==> src/rtl/systolic_feeder.sv <==
// systolic_feeder: skews A/B beats into systolic_array and sequences shift/acc control; define SYSTOLIC_FEEDER_ACC_CLEAR_EN for a per-job acc_rst CLEAR state
module systolic_feeder #(
  parameter int MATRIX_SIZE = 4,
  parameter int DATA_WIDTH  = 8,
  parameter int K_MAX       = 256
) (
  input  logic                              clk,
  input  logic                              rst_n,
  input  logic                              start,
  input  logic [$clog2(K_MAX+1)-1:0]        k_len,
  input  logic                              vec_valid,
  output logic                              vec_ready,
  input  logic [DATA_WIDTH*MATRIX_SIZE-1:0] a_vec,
  input  logic [DATA_WIDTH*MATRIX_SIZE-1:0] b_vec,
  output logic [DATA_WIDTH*MATRIX_SIZE-1:0] in_left_flat,
  output logic [DATA_WIDTH*MATRIX_SIZE-1:0] in_top_flat,
  output logic                              shift_en,
  output logic                              acc_en,
  output logic                              acc_rst,
  output logic                              busy,
  output logic                              done
);
  localparam int KW  = $clog2(K_MAX+1);
  localparam int DCW = $clog2(2*MATRIX_SIZE+1);
  typedef enum logic [2:0] {IDLE, CLEAR, FEED, DRAIN, DONE} state_t;
  state_t state, state_d;
  logic [KW-1:0] k_lat, beat_cnt;
  logic [DCW-1:0] drain_cnt;
  logic accept, last_beat, adv, shift_q;
  assign accept    = vec_valid && state == FEED;
  assign last_beat = accept && beat_cnt == k_lat - 1'b1;
  assign adv       = accept || state == DRAIN;
  assign vec_ready = state == FEED;
  assign busy      = state != IDLE;
  assign done      = state == DONE;
  assign shift_en  = shift_q;
  assign acc_en    = shift_q;
`ifdef SYSTOLIC_FEEDER_ACC_CLEAR_EN
  assign acc_rst = state == CLEAR;
`else
  assign acc_rst = 1'b0;
`endif
  always_ff @(posedge clk or negedge rst_n)
    if (!rst_n) state <= IDLE;
    else state <= state_d;
  always_comb begin
    state_d = state;
    case (state)
`ifdef SYSTOLIC_FEEDER_ACC_CLEAR_EN
      IDLE:  if (start) state_d = CLEAR;
`else
      IDLE:  if (start) state_d = k_len == '0 ? DONE : FEED;
`endif
      CLEAR: state_d = k_lat == '0 ? DONE : FEED;
      FEED:  if (last_beat) state_d = DRAIN;
      DRAIN: if (drain_cnt == DCW'(2*MATRIX_SIZE-1)) state_d = DONE;
      DONE:  state_d = IDLE;
      default: state_d = IDLE;
    endcase
  end
  always_ff @(posedge clk or negedge rst_n)
    if (!rst_n) begin
      k_lat     <= '0;
      beat_cnt  <= '0;
      drain_cnt <= '0;
      shift_q   <= 1'b0;
    end else begin
      shift_q   <= adv;
      drain_cnt <= state == DRAIN ? drain_cnt + 1'b1 : '0;
      if (state == IDLE && start) begin
        k_lat    <= k_len > KW'(K_MAX) ? KW'(K_MAX) : k_len;
        beat_cnt <= '0;
      end else if (accept) beat_cnt <= beat_cnt + 1'b1;
    end
  for (genvar i = 0; i < MATRIX_SIZE; i++) begin : g_lane
    logic [DATA_WIDTH-1:0] a_sr [i+1];
    logic [DATA_WIDTH-1:0] b_sr [i+1];
    always_ff @(posedge clk or negedge rst_n)
      if (!rst_n) begin
        for (int s = 0; s <= i; s++) begin
          a_sr[s] <= '0;
          b_sr[s] <= '0;
        end
      end else if (adv) begin
        a_sr[0] <= state == FEED ? a_vec[i*DATA_WIDTH +: DATA_WIDTH] : '0;
        b_sr[0] <= state == FEED ? b_vec[i*DATA_WIDTH +: DATA_WIDTH] : '0;
        for (int s = 1; s <= i; s++) begin
          a_sr[s] <= a_sr[s-1];
          b_sr[s] <= b_sr[s-1];
        end
      end
    assign in_left_flat[i*DATA_WIDTH +: DATA_WIDTH] = a_sr[i];
    assign in_top_flat[i*DATA_WIDTH +: DATA_WIDTH]  = b_sr[i];
  end
endmodule
==> config.mk <==
export PLATFORM = sky130hd
export DESIGN_NAME = systolic_feeder
export DESIGN_NICKNAME = d
export VERILOG_FILES = /design/src/rtl/systolic_feeder.sv
export SDC_FILE = /design/constraint.sdc
export NUM_CORES = 1
export LEC_CHECK = 0
export ABC_AREA = 0
export BUFFER_PORTS_ARGS = -buffer_cell sky130_fd_sc_hd__buf_2
export CELL_PAD_IN_SITES_DETAIL_PLACEMENT = 0
export CELL_PAD_IN_SITES_GLOBAL_PLACEMENT = 2
export CORE_MARGIN = 2
export CORE_UTILIZATION = 39
export DETAILED_ROUTE_END_ITERATION = 8
export PLACE_DENSITY_LB_ADDON = 0.1
export SETUP_SLACK_MARGIN = 0.3
export SLEW_MARGIN = 20
export SYNTH_ARGS = -nofsm -noshare
export SYNTH_HDL_FRONTEND = slang
export SYNTH_SLANG_ARGS = --single-unit
export TNS_END_PERCENT = 20
==> constraint.sdc <==
create_clock -name clk -period 4.73 [get_ports clk]
set_clock_uncertainty 0.2 [all_clocks]
set_input_delay 0.473 -clock clk [delete_from_list [all_inputs] [get_ports clk]]
set_output_delay 0.473 -clock clk [all_outputs]
set_load 0.005 [all_outputs]
==> results of run 1 <==
-- cells in the final DEF (no fill, tap or decap), types with 5 or more instances in the layout --
cell                        count
sky130_fd_sc_hd__a21oi_1        5
sky130_fd_sc_hd__buf_2        144
sky130_fd_sc_hd__clkbuf_16     17
sky130_fd_sc_hd__dfrtp_1      186
sky130_fd_sc_hd__inv_1          5
sky130_fd_sc_hd__inv_8          5
sky130_fd_sc_hd__mux2_1        29
sky130_fd_sc_hd__mux2_2        67
sky130_fd_sc_hd__nand2_1      152
sky130_fd_sc_hd__nand3_1        8
sky130_fd_sc_hd__nand3b_1       9
sky130_fd_sc_hd__nor2_1        17
sky130_fd_sc_hd__nor3_1         6
sky130_fd_sc_hd__o21ai_0       73
sky130_fd_sc_hd__xnor2_1        8
sky130_fd_sc_hd__xor2_1         7
-- flip-flops by register name (all words and copies together), names as in the netlist --
| register | flops |
|---|---|
| beat_cnt | 9 |
| g_lane.b_sr | 56 |
| acc_en | 1 |
| state | 3 |
| k_lat | 9 |
| in_top_flat | 24 |
| g_lane.a_sr | 56 |
| in_left_flat | 24 |
| drain_cnt | 4 |
-- metal layers --
layer / GRT usage / up-vias / wire length (microns)
met5: 0 / - / 0
met4: 0.0413 / 0 / 128
met3: 0.0444 / 9 / 931
met2: 0.229 / 139 / 6900
met1: 0.224 / 2422 / 7880
li1: - / 2460 / -
-- per-stage QoR --
step,cells,cell area [sq um]
4_1_cts,1060,9070
3_5_place_dp,1028,8470
3_3_place_gp,1028,8470
6_report,1060,9080
5_1_grt,1060,9080
2_1_floorplan,695,7900
-- critical path, cell delays in order, from the launching register on --
cell                       delay, ns
sky130_fd_sc_hd__dfrtp_1        0.47
sky130_fd_sc_hd__and4bb_4       0.99
sky130_fd_sc_hd__nor2_4         0.05
sky130_fd_sc_hd__buf_12         0.25
sky130_fd_sc_hd__mux2_1         0.40
-- worst max path at each step --
stage	end	slack, ns	cells past startpoint
floorplan	g_lane[2].a_sr[10]$_DFFE_PN0P_	2.84	6
global placement	g_lane[3].b_sr[27]$_DFFE_PN0P_	2.21	4
finish	in_left_flat[12]$_DFFE_PN0P_	2.14	4
CTS	g_lane[3].b_sr[25]$_DFFE_PN0P_	2.12	3
detailed placement	g_lane[3].b_sr[25]$_DFFE_PN0P_	2.14	3
global route	g_lane[3].b_sr[25]$_DFFE_PN0P_	1.91	3
-- cell type report --
class	count	share of cell area
timing repair buffer	150	0.0864
tap	270	0.0372
clock buffer	17	0.0469
multi-input combinational	417	0.295
inverter	5	0.00207
clock inverter	15	0.0193
sequential	186	0.513
-- where the power goes --
group          switching [mW]  total, mW  leakage, nW  internal (mW)
sequential              0.420       2.77         2.30           2.35
combinational            1.03       2.09         1.81           1.05
clock                   0.680       1.44        0.294          0.762
-- cell families (layout without fill, tap and decap cells) --
logic type | count (synthesis) | after routing
buf+inv | 92 | 187
fa+ha+maj | 4 | 4
simple gates | 212 | 212
flops | 186 | 186
xor+xnor | 15 | 15
compound gates | 89 | 89
mux | 96 | 96
other cells | 1 | 1
==> results.txt, run 1 <==
----------------------------------------------------
[Worst hold path]
  Kind of path behind the tightest hold check ... in2async

[Critical path]
  Crit path capture type ... flop
  CP max FO ... 97
  Worst reg2reg setup slack ... 2.14 ns
  Worst-case reg-to-reg path depth ... 4
  Critical Path AT ... 2.69 ns
  Beginning of the critical path ... state[2]$_DFFE_PN0P_
  Crit Reg-Reg Startpoint ... state[2]$_DFFE_PN0P_
  Crit Reg-Reg Endpoint ... in_left_flat[12]$_DFFE_PN0P_
  Critical path class ... reg2reg
  Required time reported for the critical path endpoint ... 4.83 ns
  Worst Setup Start Kind ... flop

[CTS]
  Clock root buffer ... sky130_fd_sc_hd__clkbuf_16
  Worst skew pair latency ... 0.42 ns
  Clk pin slew, worst setup/hold paths ... 0.08 ns
  Sink Count ... 186
  Clock buffer depth ... 2
  CTS Hold Bufs ... 0
  Number of H-tree levels ... 4
  Post-CTS Setup Inserts ... 0
  Clock buffer count from CTS ... 17
  Clock tree from TritonCTS ... done
  CTS-repair resized insts ... 0

[Yosys]
  Xor-xnor portion of the synthesized cell area ... 0.0166
  Library cell occupying the most area in the post-synthesis netlist ... sky130_fd_sc_hd__dfrtp_1
  Number of library cell types mapped by synthesis ... 40
  Sequential cell area fraction in the yosys report ... 0.589
  Syn Std Cell Area ... 0.00790 sq mm
  Primary flip-flop cell chosen by synthesis mapping ... sky130_fd_sc_hd__dfrtp_1
  Simple-gate share of the synthesized area ... 0.118
  Area fraction in compound gates after synthesis ... 0.0603
  Synthesized netlist net count ... 776
  Multiplexer fraction of the synthesized cell area ... 0.137
  Count of yosys warnings during synthesis ... 0
  Area share of the leading cell type in the synthesized netlist ... 0.589
  Top cells by instance count after synthesis ... sky130_fd_sc_hd__dfrtp_1 (186), sky130_fd_sc_hd__nand2_1 (152), sky130_fd_sc_hd__o21ai_0 (73), sky130_fd_sc_hd__mux2_2 (67), sky130_fd_sc_hd__buf_4 (55)
  Syn_area_per_cell ... 11.4 sq um
  Flop and latch count out of synthesis ... 186
  EDFF count, synth ... 0
  Synth Area in Adders ... 0.00633
  Most common cell in the netlist ... sky130_fd_sc_hd__dfrtp_1
  Leading post-synthesis cells by cell area ... sky130_fd_sc_hd__dfrtp_1 (59%), sky130_fd_sc_hd__mux2_2 (9.5%), sky130_fd_sc_hd__nand2_1 (7.2%), sky130_fd_sc_hd__buf_4 (5.2%), sky130_fd_sc_hd__o21ai_0 (4.6%)
  Synthesized netlist cell count ... 695
  Async set-or-reset flop fraction in the synthesized netlist ... 1.00
  Main combinational cell family by area after synthesis ... multiplexers

[Floorplan]
  Effective utilization at floorplan ... 0.394
  Die Height ... 146 microns
  IO Count ... 147
  Placeable core region ... 0.0200 sq mm
  Die Footprint ... 0.0214 sq mm
  Number of core rows ... 52
  DIE WIDTH ... 146 microns

[Finish]
  Final antenna diode count ... 0
  Area growth from synthesis to layout ... 14.9%
  Nets@finish ... 858
  Layout filler cell count ... 1930
  Fraction of final layout cells sized beyond drive strength 1 ... 0.320
  Area occupied by registers ... 0.00465 sq mm
  Area of combinational cells with multiple inputs ... 0.00268 sq mm
  Post-Route Utilization ... 0.453

[Drt]
  First drt pass iteration count ... 4
  1st-iter DRT viols ... 304
  Post-detailed-route DRC marker count ... 0
  Count of nets left with antenna violations after detail routing ... 0
  Vias per inst ... 4.75
  Average wire length per cell after detail routing ... 14.9 microns
  Wire length after detailed routing ... 15.8 mm
  Vias after detailed routing ... 5030

[STA]
  Highest achievable clock rate ... 386 MHz
  Unrepaired setup endpoints after global routing ... false
  Total of endpoints with negative setup slack in the final report ... 0
  Max-slew headroom at the worst pin ... 0.387
  Final max-slew violation count ... 0
  Slew of the pin with the lowest slew margin ... 0.920 ns
  Hold WS ... -0.0690 ns
  Minimum clock period after layout ... 2.59 ns
  Portion of the clock cycle consumed by the worst path in the final layout ... 0.548
  Final setup slack of the worst path ... 2.14 ns
  Final hold violations ... 18
  Accumulated negative setup slack ... 0 ns

[Global routing]
  First-pass GRT wire length ... 26.6 mm
  Initial antenna violation count ... 0
  Vias in the first global route ... 5070
  Total routing resource utilization after global routing ... 0.155
  Remaining global-route overflow ... 0
  Maximum number of pins on one net before global-route repair ... 113

[Outcome]
  Status ... finished, violations left
  Violations in the final reports ... hold timing

[Power and ir drop]
  Leakage power ... 4.40 nW
  Worst IR Drop VDD ... 0.000438 V
  Total Power Consumption ... 6.29 mW
  Pwr dens ... 693 mW/mm^2

[Place]
  I/O Buffers ... 145
  Routability-driven placement congestion ratio ... 0.751
  Post-detailed-placement half-perimeter wirelength ... 10.3 mm
  Post-place setup slack ... 2.14 ns

[Run]
  Max-cap viol count ... 0

----------------------------------------------------
(Power assumes the default switching activity.)
==> run 2, diff against run 1 <==
--- a/config.mk
+++ b/config.mk
@@ -10,7 +10,7 @@
 export CELL_PAD_IN_SITES_DETAIL_PLACEMENT = 0
 export CELL_PAD_IN_SITES_GLOBAL_PLACEMENT = 2
 export CORE_MARGIN = 2
-export CORE_UTILIZATION = 39
+export CORE_UTILIZATION = 32
 export DETAILED_ROUTE_END_ITERATION = 8
 export PLACE_DENSITY_LB_ADDON = 0.1
 export SETUP_SLACK_MARGIN = 0.3
==> constraint.sdc (replaced) <==
create_clock -name clk -period 2.2 [get_ports clk]
set_clock_uncertainty 0.2 [all_clocks]
set_input_delay 0.22 -clock clk [delete_from_list [all_inputs] [get_ports clk]]
set_output_delay 0.22 -clock clk [all_outputs]
set_load 0.005 [all_outputs]
==> run 2 against run 1 <==
The run now ends clean. Flip-flop and latch count unchanged. Combinational power rose to 2.6 times the previous value. Routed wire length up 13%. Final cell count up 15%. First-iteration DRC count down 27%. Utilization down 2.8 points. Worst hold slack better by 0.11 ns. Via count up 9.1%. Maximum frequency up 35%. Critical endpoint is now in_top_flat[18]$_DFFE_PN0P_.
==> results.txt, run 2 (synthesis results as in run 1) <==
----------------------------------------------------
[Outcome]
  Status ... completed

[STA]
  Final max-slew violation count ... 0 (unchanged)
  Accumulated negative setup slack ... 0 ns (unchanged)
  Total of endpoints with negative setup slack in the final report ... 0 (unchanged)
  Unrepaired setup endpoints after global routing ... true
  Final setup slack of the worst path ... 0.281 ns (-1.86 ns)
  Final hold violations ... 0 (-18)
  Minimum clock period after layout ... 1.92 ns (-0.672 ns)
  Highest achievable clock rate ... 521 MHz (+35%)
  Portion of the clock cycle consumed by the worst path in the final layout ... 0.872 (+0.324)
  Hold WS ... 0.0432 ns (+0.112 ns)

[Drt]
  Average wire length per cell after detail routing ... 14.8 microns (-1.3%)
  Post-detailed-route DRC marker count ... 0 (unchanged)
  Count of nets left with antenna violations after detail routing ... 0 (unchanged)
  Met3 wire length ... 928 microns (-0.32%)
  Vias after detailed routing ... 5489 (+9.1%)
  Vias per inst ... 4.52 (-4.8%)
  Routed metal-1 wirelength ... 8.58 mm (+8.8%)
  Max layer used ... met4
  Wire length after detailed routing ... 17.9 mm (+13%)
  First drt pass iteration count ... 4 (unchanged)
  Met2 routed wirelength ... 8.29 mm (+20%)
  1st-iter DRT viols ... 221 (-27%)

[CTS]
  Clock buffer depth ... 2 (unchanged)
  Clk pin slew, worst setup/hold paths ... 0.08 ns (about the same)
  Sink Count ... 186 (unchanged)
  Clock root buffer ... sky130_fd_sc_hd__clkbuf_16
  Clock buffer count from CTS ... 17 (unchanged)
  Worst skew pair latency ... 0.43 ns (about the same)
  Clock tree from TritonCTS ... done
  Number of H-tree levels ... 4 (unchanged)

[Critical path]
  Cells traversed along the worst timing path ... and3b_2 -> nor2_4 -> buf_12 -> buf_12 -> mux2_2
  Cell with the biggest individual delay on the critical path ... sky130_fd_sc_hd__dfrtp_2
  Worst reg2reg setup slack ... 0.28 ns (-1.86 ns)
  Critical path class ... reg2reg
  Most frequent cell on the critical path ... sky130_fd_sc_hd__buf_12
  Largest incremental delay on the critical path ... 0.45 ns (-0.54 ns)
  Critical Path AT ... 2.02 ns (-0.67 ns)
  Worst Setup Start Kind ... flop
  Worst-case reg-to-reg path depth ... 5 (+1)
  Required time reported for the critical path endpoint ... 2.31 ns (-2.52 ns)
  Crit Reg-Reg Endpoint ... in_top_flat[18]$_DFFE_PN0P_
  Crit path capture type ... flop
  Crit Reg-Reg Startpoint ... state[0]$_DFFE_PN0P_
  CP max FO ... 23 (-76%)

[Power and ir drop]
  Net switching power ... 4.89 mW (+130%)
  Pwr dens ... 1400 mW/mm^2 (+100%)
  Fraction of power spent switching nets ... 0.340 (+0.00141)
  Pint ... 9.50 mW (+130%)
  Fraction of power consumed by the clock network ... 0.207 (-0.022)
  Power share of the sequential group ... 0.414 (-0.026)
  Leakage power ... 4.89 nW (+11%)
  Worst IR Drop VDD ... 0.000456 V (+4.1%)
  Logic gate share of total power ... 0.379 (+0.048)
  Total Power Consumption ... 14.4 mW (+130%)

[Place]
  Post-detailed-placement half-perimeter wirelength ... 11.1 mm (+8.2%)
  Placed Cells incl. Taps ... 1092 (+6.2%)
  Post-place setup slack ... 0.235 ns (-1.90 ns)
  Routability-driven placement congestion ratio ... 0.783 (+4.2%)
  I/O Buffers ... 145 (unchanged)
  Placed inst area ... 0.00869 sq mm (+2.6%)

[Global routing]
  Initial antenna violation count ... 1 (+1)
  Remaining global-route overflow ... 0 (unchanged)
  Vias in the first global route ... 5720 (+13%)
  Maximum number of pins on one net before global-route repair ... 59 (-48%)
  First-pass GRT wire length ... 29.6 mm (+11%)
  Total routing resource utilization after global routing ... 0.144 (-0.0107)

[Worst hold path]
  End of the worst hold path ... state[1]$_DFFE_PN0P_
  Hold path depth ... 3
  Kind of path behind the tightest hold check ... in2reg
  HP Start ... start

[Finish]
  Post-Route Utilization ... 0.425 (-0.0281)
  Layout Cell Area excl Fill ... 0.0103 sq mm (+13%)
  Leading cell types in the layout, fill and taps excluded ... sky130_fd_sc_hd__dfrtp_1 (182), sky130_fd_sc_hd__nand2_1 (151), sky130_fd_sc_hd__buf_2 (144), sky130_fd_sc_hd__dlygate4sd3_1 (75), sky130_fd_sc_hd__o21ai_0 (72)
  Area of combinational cells with multiple inputs ... 0.00275 sq mm (+2.6%)
  Most common library cell in the layout ignoring fill and taps ... sky130_fd_sc_hd__dfrtp_1
  Layout filler cell count ... 2371 (+23%)
  Fraction of final layout cells sized beyond drive strength 1 ... 0.330 (+0.0101)
  Area occupied by registers ... 0.00466 sq mm (+0.11%)
  Area growth from synthesis to layout ... 30.4%
  Final standard cell count with taps included and fillers excluded ... 1215 (+15%)
  Leading registers by flop count ... g_lane.a_sr: 56 flops, g_lane.b_sr: 56 flops
  Nets@finish ... 958 (+12%)

[Run]
  Max-cap viol count ... 0 (unchanged)

[Floorplan]
  DIE WIDTH ... 161 microns (+10%)
  Die Footprint ... 0.0260 sq mm (+21%)
  Effective utilization at floorplan ... 0.326 (-0.0685)
  Die Height ... 161 microns (+10%)
  Placeable core region ... 0.0242 sq mm (+21%)
  Number of core rows ... 57 (+9.6%)
  IO Count ... 147 (unchanged)

----------------------------------------------------
-- run 2: cell type report --
class / instances / area share
antenna: 1 / 0.000243
clock buffer: 19 / 0.0430
clock inverter: 13 / 0.0126
inverter: 5 / 0.00182
multi-input combinational: 417 / 0.267
sequential: 186 / 0.452
tap: 324 / 0.0393
timing repair buffer: 250 / 0.184
-- run 2: timing repair --
action | 4_1_cts | 5_1_grt
pin swaps | 2 | 5
resized for setup | 8 | 17
cloned | 3 | 0
setup endpoints to repair | 100 | 101
setup buffers | 6 | 6
hold buffers | 75 | 0
endpoints found under the hold margin | 262 | 0
-- run 2: worst max path at each step --
| stage | start | to | slack, ns | depth (start not counted) |
|---|---|---|---|---|
| after floorplan | state[2]$_DFFE_PN0P_ | g_lane[2].a_sr[10]$_DFFE_PN0P_ | 0.31 | 6 |
| after global placement | state[2]$_DFFE_PN0P_ | g_lane[3].b_sr[18]$_DFFE_PN0P_ | 0.28 | 4 |
| after detailed placement | state[2]$_DFFE_PN0P_ | g_lane[3].a_sr[10]$_DFFE_PN0P_ | 0.23 | 4 |
| after CTS | state[0]$_DFFE_PN0P_ | in_left_flat[9]$_DFFE_PN0P_ | 0.22 | 5 |
| after global routing | state[2]$_DFFE_PN0P_ | busy | 0.22 | 4 |
| final | state[0]$_DFFE_PN0P_ | in_top_flat[18]$_DFFE_PN0P_ | 0.28 | 5 |
-- run 2: per-layer routing --
layer	global-route usage	up-vias
li1	-	2651
met1	0.195	2693
met2	0.231	135
met4	0.0345	0
met5	0	-
met3	0.0393	10
-- run 2: critical path, delay by kind of cell (launching register included) --
family | cells | cell delay [ns]
flops | 1 | 0.45
simple gates | 2 | 0.42
buf+inv | 2 | 0.35
mux | 1 | 0.35
-- run 2: power by group through the flow --
stage / Combinational (mW) / Clock (mW) / Sequential (mW)
after global routing: 6.14 / 3.22 / 6.18
after global placement: 4.73 / 0 / 5.95
final: 5.45 / 2.98 / 5.95
after detailed placement: 4.87 / 0 / 6.01
after CTS: 5.47 / 3.10 / 5.97
after floorplan: 3.91 / 0 / 5.74
==> run 3, diff against run 2 <==
--- a/config.mk
+++ b/config.mk
@@ -6,7 +6,7 @@
 export NUM_CORES = 1
 export LEC_CHECK = 0
 export ABC_AREA = 0
-export BUFFER_PORTS_ARGS = -buffer_cell sky130_fd_sc_hd__buf_2
+export BUFFER_PORTS_ARGS = -buffer_cell sky130_fd_sc_hd__buf_4
 export CELL_PAD_IN_SITES_DETAIL_PLACEMENT = 0
 export CELL_PAD_IN_SITES_GLOBAL_PLACEMENT = 2
 export CORE_MARGIN = 2
==> run 3 against run 2 <==
Utilization grew 1.4 points. Sequential share of layout area shrank 1.4 points. Sequential power grew 0.8%. Worst hold slack lost 0.0052 ns. Combinational power is 4.6% higher. Register-to-register slack improved by 0.03 ns. Die area is the same. Critical path depth is the same. Largest cell class unchanged.
==> results.txt, run 3 (synthesis results as in run 1) <==
----------------------------------------------------
[Power and ir drop]
  Total Power Consumption ... 14.7 mW (+2.0%)
  Net switching power ... 4.88 mW (-0.26%)
  Logic gate share of total power ... 0.388 (+0.009)
  Fraction of power spent switching nets ... 0.332 (-0.00759)
  Pwr dens ... 1380 mW/mm^2 (-1.2%)
  Worst IR Drop VDD ... 0.000536 V (+18%)
  Pint ... 9.80 mW (+3.2%)
  Fraction of power consumed by the clock network ... 0.203 (-0.004)
  Power share of the sequential group ... 0.409 (-0.005)
  Leakage power ... 5.00 nW (+2.2%)

[Drt]
  Count of nets left with antenna violations after detail routing ... 0 (unchanged)
  1st-iter DRT viols ... 219 (-0.90%)
  Wire length after detailed routing ... 17.9 mm (-0.22%)
  Average wire length per cell after detail routing ... 14.7 microns (about the same)
  Post-detailed-route DRC marker count ... 0 (unchanged)
  First drt pass iteration count ... 5 (+1)
  Vias after detailed routing ... 5463 (-0.47%)
  Vias per inst ... 4.50 (-0.31%)

[STA]
  Final setup slack of the worst path ... 0.316 ns (+0.0348 ns)
  Final max-slew violation count ... 0 (unchanged)
  Unrepaired setup endpoints after global routing ... true
  Slew of the pin with the lowest slew margin ... 0.630 ns
  Portion of the clock cycle consumed by the worst path in the final layout ... 0.856 (-0.0158)
  Highest achievable clock rate ... 531 MHz (+1.8%)
  Total of endpoints with negative setup slack in the final report ... 0 (unchanged)
  Hold WS ... 0.0379 ns (-0.00524 ns)
  Minimum clock period after layout ... 1.88 ns (-0.0348 ns)
  Accumulated negative setup slack ... 0 ns (unchanged)
  Final hold violations ... 0 (unchanged)
  Max-slew headroom at the worst pin ... 0.580

[CTS]
  Clock tree from TritonCTS ... done
  Sink Count ... 186 (unchanged)
  Worst skew pair latency ... 0.43 ns (about the same)
  Clock buffer count from CTS ... 17 (unchanged)
  Clk pin slew, worst setup/hold paths ... 0.07 ns (about the same)
  Clock root buffer ... sky130_fd_sc_hd__clkbuf_16
  Clock buffer depth ... 2 (unchanged)
  Number of H-tree levels ... 4 (unchanged)

[Critical path]
  Worst Setup Start Kind ... flop
  Critical path class ... reg2reg
  Crit path capture type ... flop
  Beginning of the critical path ... state[2]$_DFFE_PN0P_
  Cells traversed along the worst timing path ... and4bb_4 -> nor2_4 -> buf_12 -> clkbuf_16 -> mux2_1
  CP max FO ... 15 (-35%)
  Critical Path AT ... 2.00 ns (-0.02 ns)
  Required time reported for the critical path endpoint ... 2.31 ns (about the same)
  Crit Reg-Reg Startpoint ... state[2]$_DFFE_PN0P_
  Cell with the biggest individual delay on the critical path ... sky130_fd_sc_hd__dfrtp_2
  Largest incremental delay on the critical path ... 0.45 ns (about the same)

[Finish]
  Fraction of final layout cells sized beyond drive strength 1 ... 0.327 (-0.00376)
  Final standard cell count with taps included and fillers excluded ... 1213 (-0.16%)
  Leading registers by flop count ... g_lane.a_sr: 56 flops, g_lane.b_sr: 56 flops
  Area growth from synthesis to layout ... 34.6%
  Layout Cell Area excl Fill ... 0.0106 sq mm (+3.2%)
  Area of combinational cells with multiple inputs ... 0.00275 sq mm (-0.18%)
  Post-Route Utilization ... 0.439 (+0.0137)
  Leading cell types in the layout, fill and taps excluded ... sky130_fd_sc_hd__dfrtp_1 (183), sky130_fd_sc_hd__buf_4 (157), sky130_fd_sc_hd__nand2_1 (151), sky130_fd_sc_hd__dlygate4sd3_1 (75), sky130_fd_sc_hd__o21ai_0 (72)
  Most common library cell in the layout ignoring fill and taps ... sky130_fd_sc_hd__dfrtp_1
  Nets@finish ... 956 (-0.21%)
  Layout filler cell count ... 2353 (-0.76%)
  Area occupied by registers ... 0.00466 sq mm (about the same)

[Floorplan]
  DIE WIDTH ... 161 microns (unchanged)
  Number of core rows ... 57 (unchanged)
  Die Footprint ... 0.0260 sq mm (unchanged)
  IO Count ... 147 (unchanged)
  Effective utilization at floorplan ... 0.326 (unchanged)
  Placeable core region ... 0.0242 sq mm (unchanged)
  Die Height ... 161 microns (unchanged)

[Place]
  Placed Cells incl. Taps ... 1097 (+0.46%)
  Post-place setup slack ... 0.0950 ns (-0.140 ns)
  Placed inst area ... 0.00911 sq mm (+4.9%)
  Post-detailed-placement half-perimeter wirelength ... 11.5 mm (+3.6%)
  I/O Buffers ... 145 (unchanged)
  Routability-driven placement congestion ratio ... 0.732 (-6.5%)

[Global routing]
  Initial antenna violation count ... 1 (unchanged)
  Maximum number of pins on one net before global-route repair ... 63 (+6.8%)
  Total routing resource utilization after global routing ... 0.141 (-0.00265)
  Remaining global-route overflow ... 0 (unchanged)
  Vias in the first global route ... 5774 (+0.94%)
  First-pass GRT wire length ... 29.2 mm (-1.2%)

[Outcome]
  Status ... completed

[Run]
  Max-cap viol count ... 0 (unchanged)

[Worst hold path]
  HP Start ... start
  Kind of path behind the tightest hold check ... in2reg

----------------------------------------------------
-- run 3: timing repair --
item,4_1_cts,5_1_grt
gates cloned,0,2
endpoints found under the setup margin,129,89
endpoints found under the hold margin,133,0
buffers inserted,2,4
resized for setup,5,16
pin swaps,1,7
hold buffers,75,0
-- run 3: worst max-delay path, delay by kind of cell, from the launching register on --
family | cells | cell delay [ns]
mux | 1 | 0.31
flops | 1 | 0.45
simple gates | 2 | 0.47
buf+inv | 2 | 0.32
-- run 3: worst paths after layout --
path                                            endpoint  slack [ns]  cells past startpoint
setup reg to reg              in_top_flat[8]$_DFFE_PN0P_        0.32                      5
max in group asynchronous  g_lane[0].a_sr[0]$_DFFE_PN0P_        0.95                      3
hold reg to reg                   drain_cnt[0]$_DFF_PN0_        0.27                      1
min in group asynchronous    in_top_flat[26]$_DFFE_PN0P_        0.15                      2
hold / removal                      state[1]$_DFFE_PN0P_        0.04                      3
setup / recovery              in_top_flat[8]$_DFFE_PN0P_        0.32                      5
-- run 3: cell type report --
class	instances	share of cell area
diodes	1	0.000235
clock buffers	18	0.0413
clock inverters	14	0.0124
inverters	5	0.00176
multi-input cells	417	0.258
flip-flops and latches	186	0.438
well taps	324	0.0381
repair buffers	248	0.210
-- run 3: power groups by stage --
stage	combinational [mW]	sequential, mW	clock (mW)
detailed placement	5.33	6.06	0
floorplan	3.91	5.74	0
global placement	5.17	5.98	0
finish	5.70	6.00	2.97
CTS	5.53	6.02	3.10
global route	6.36	6.23	3.24
-- run 3: routing by layer --
metal  routed length [microns]  vias to the layer above  global-route usage  share of wire
met4                       223                        0              0.0495          0.012
met3                       843                       15              0.0331          0.047
met2                      8290                      121               0.223           0.46
met1                      8540                     2675               0.192           0.48
li1                          -                     2652                   -              -
met5                         0                        -                   0              0
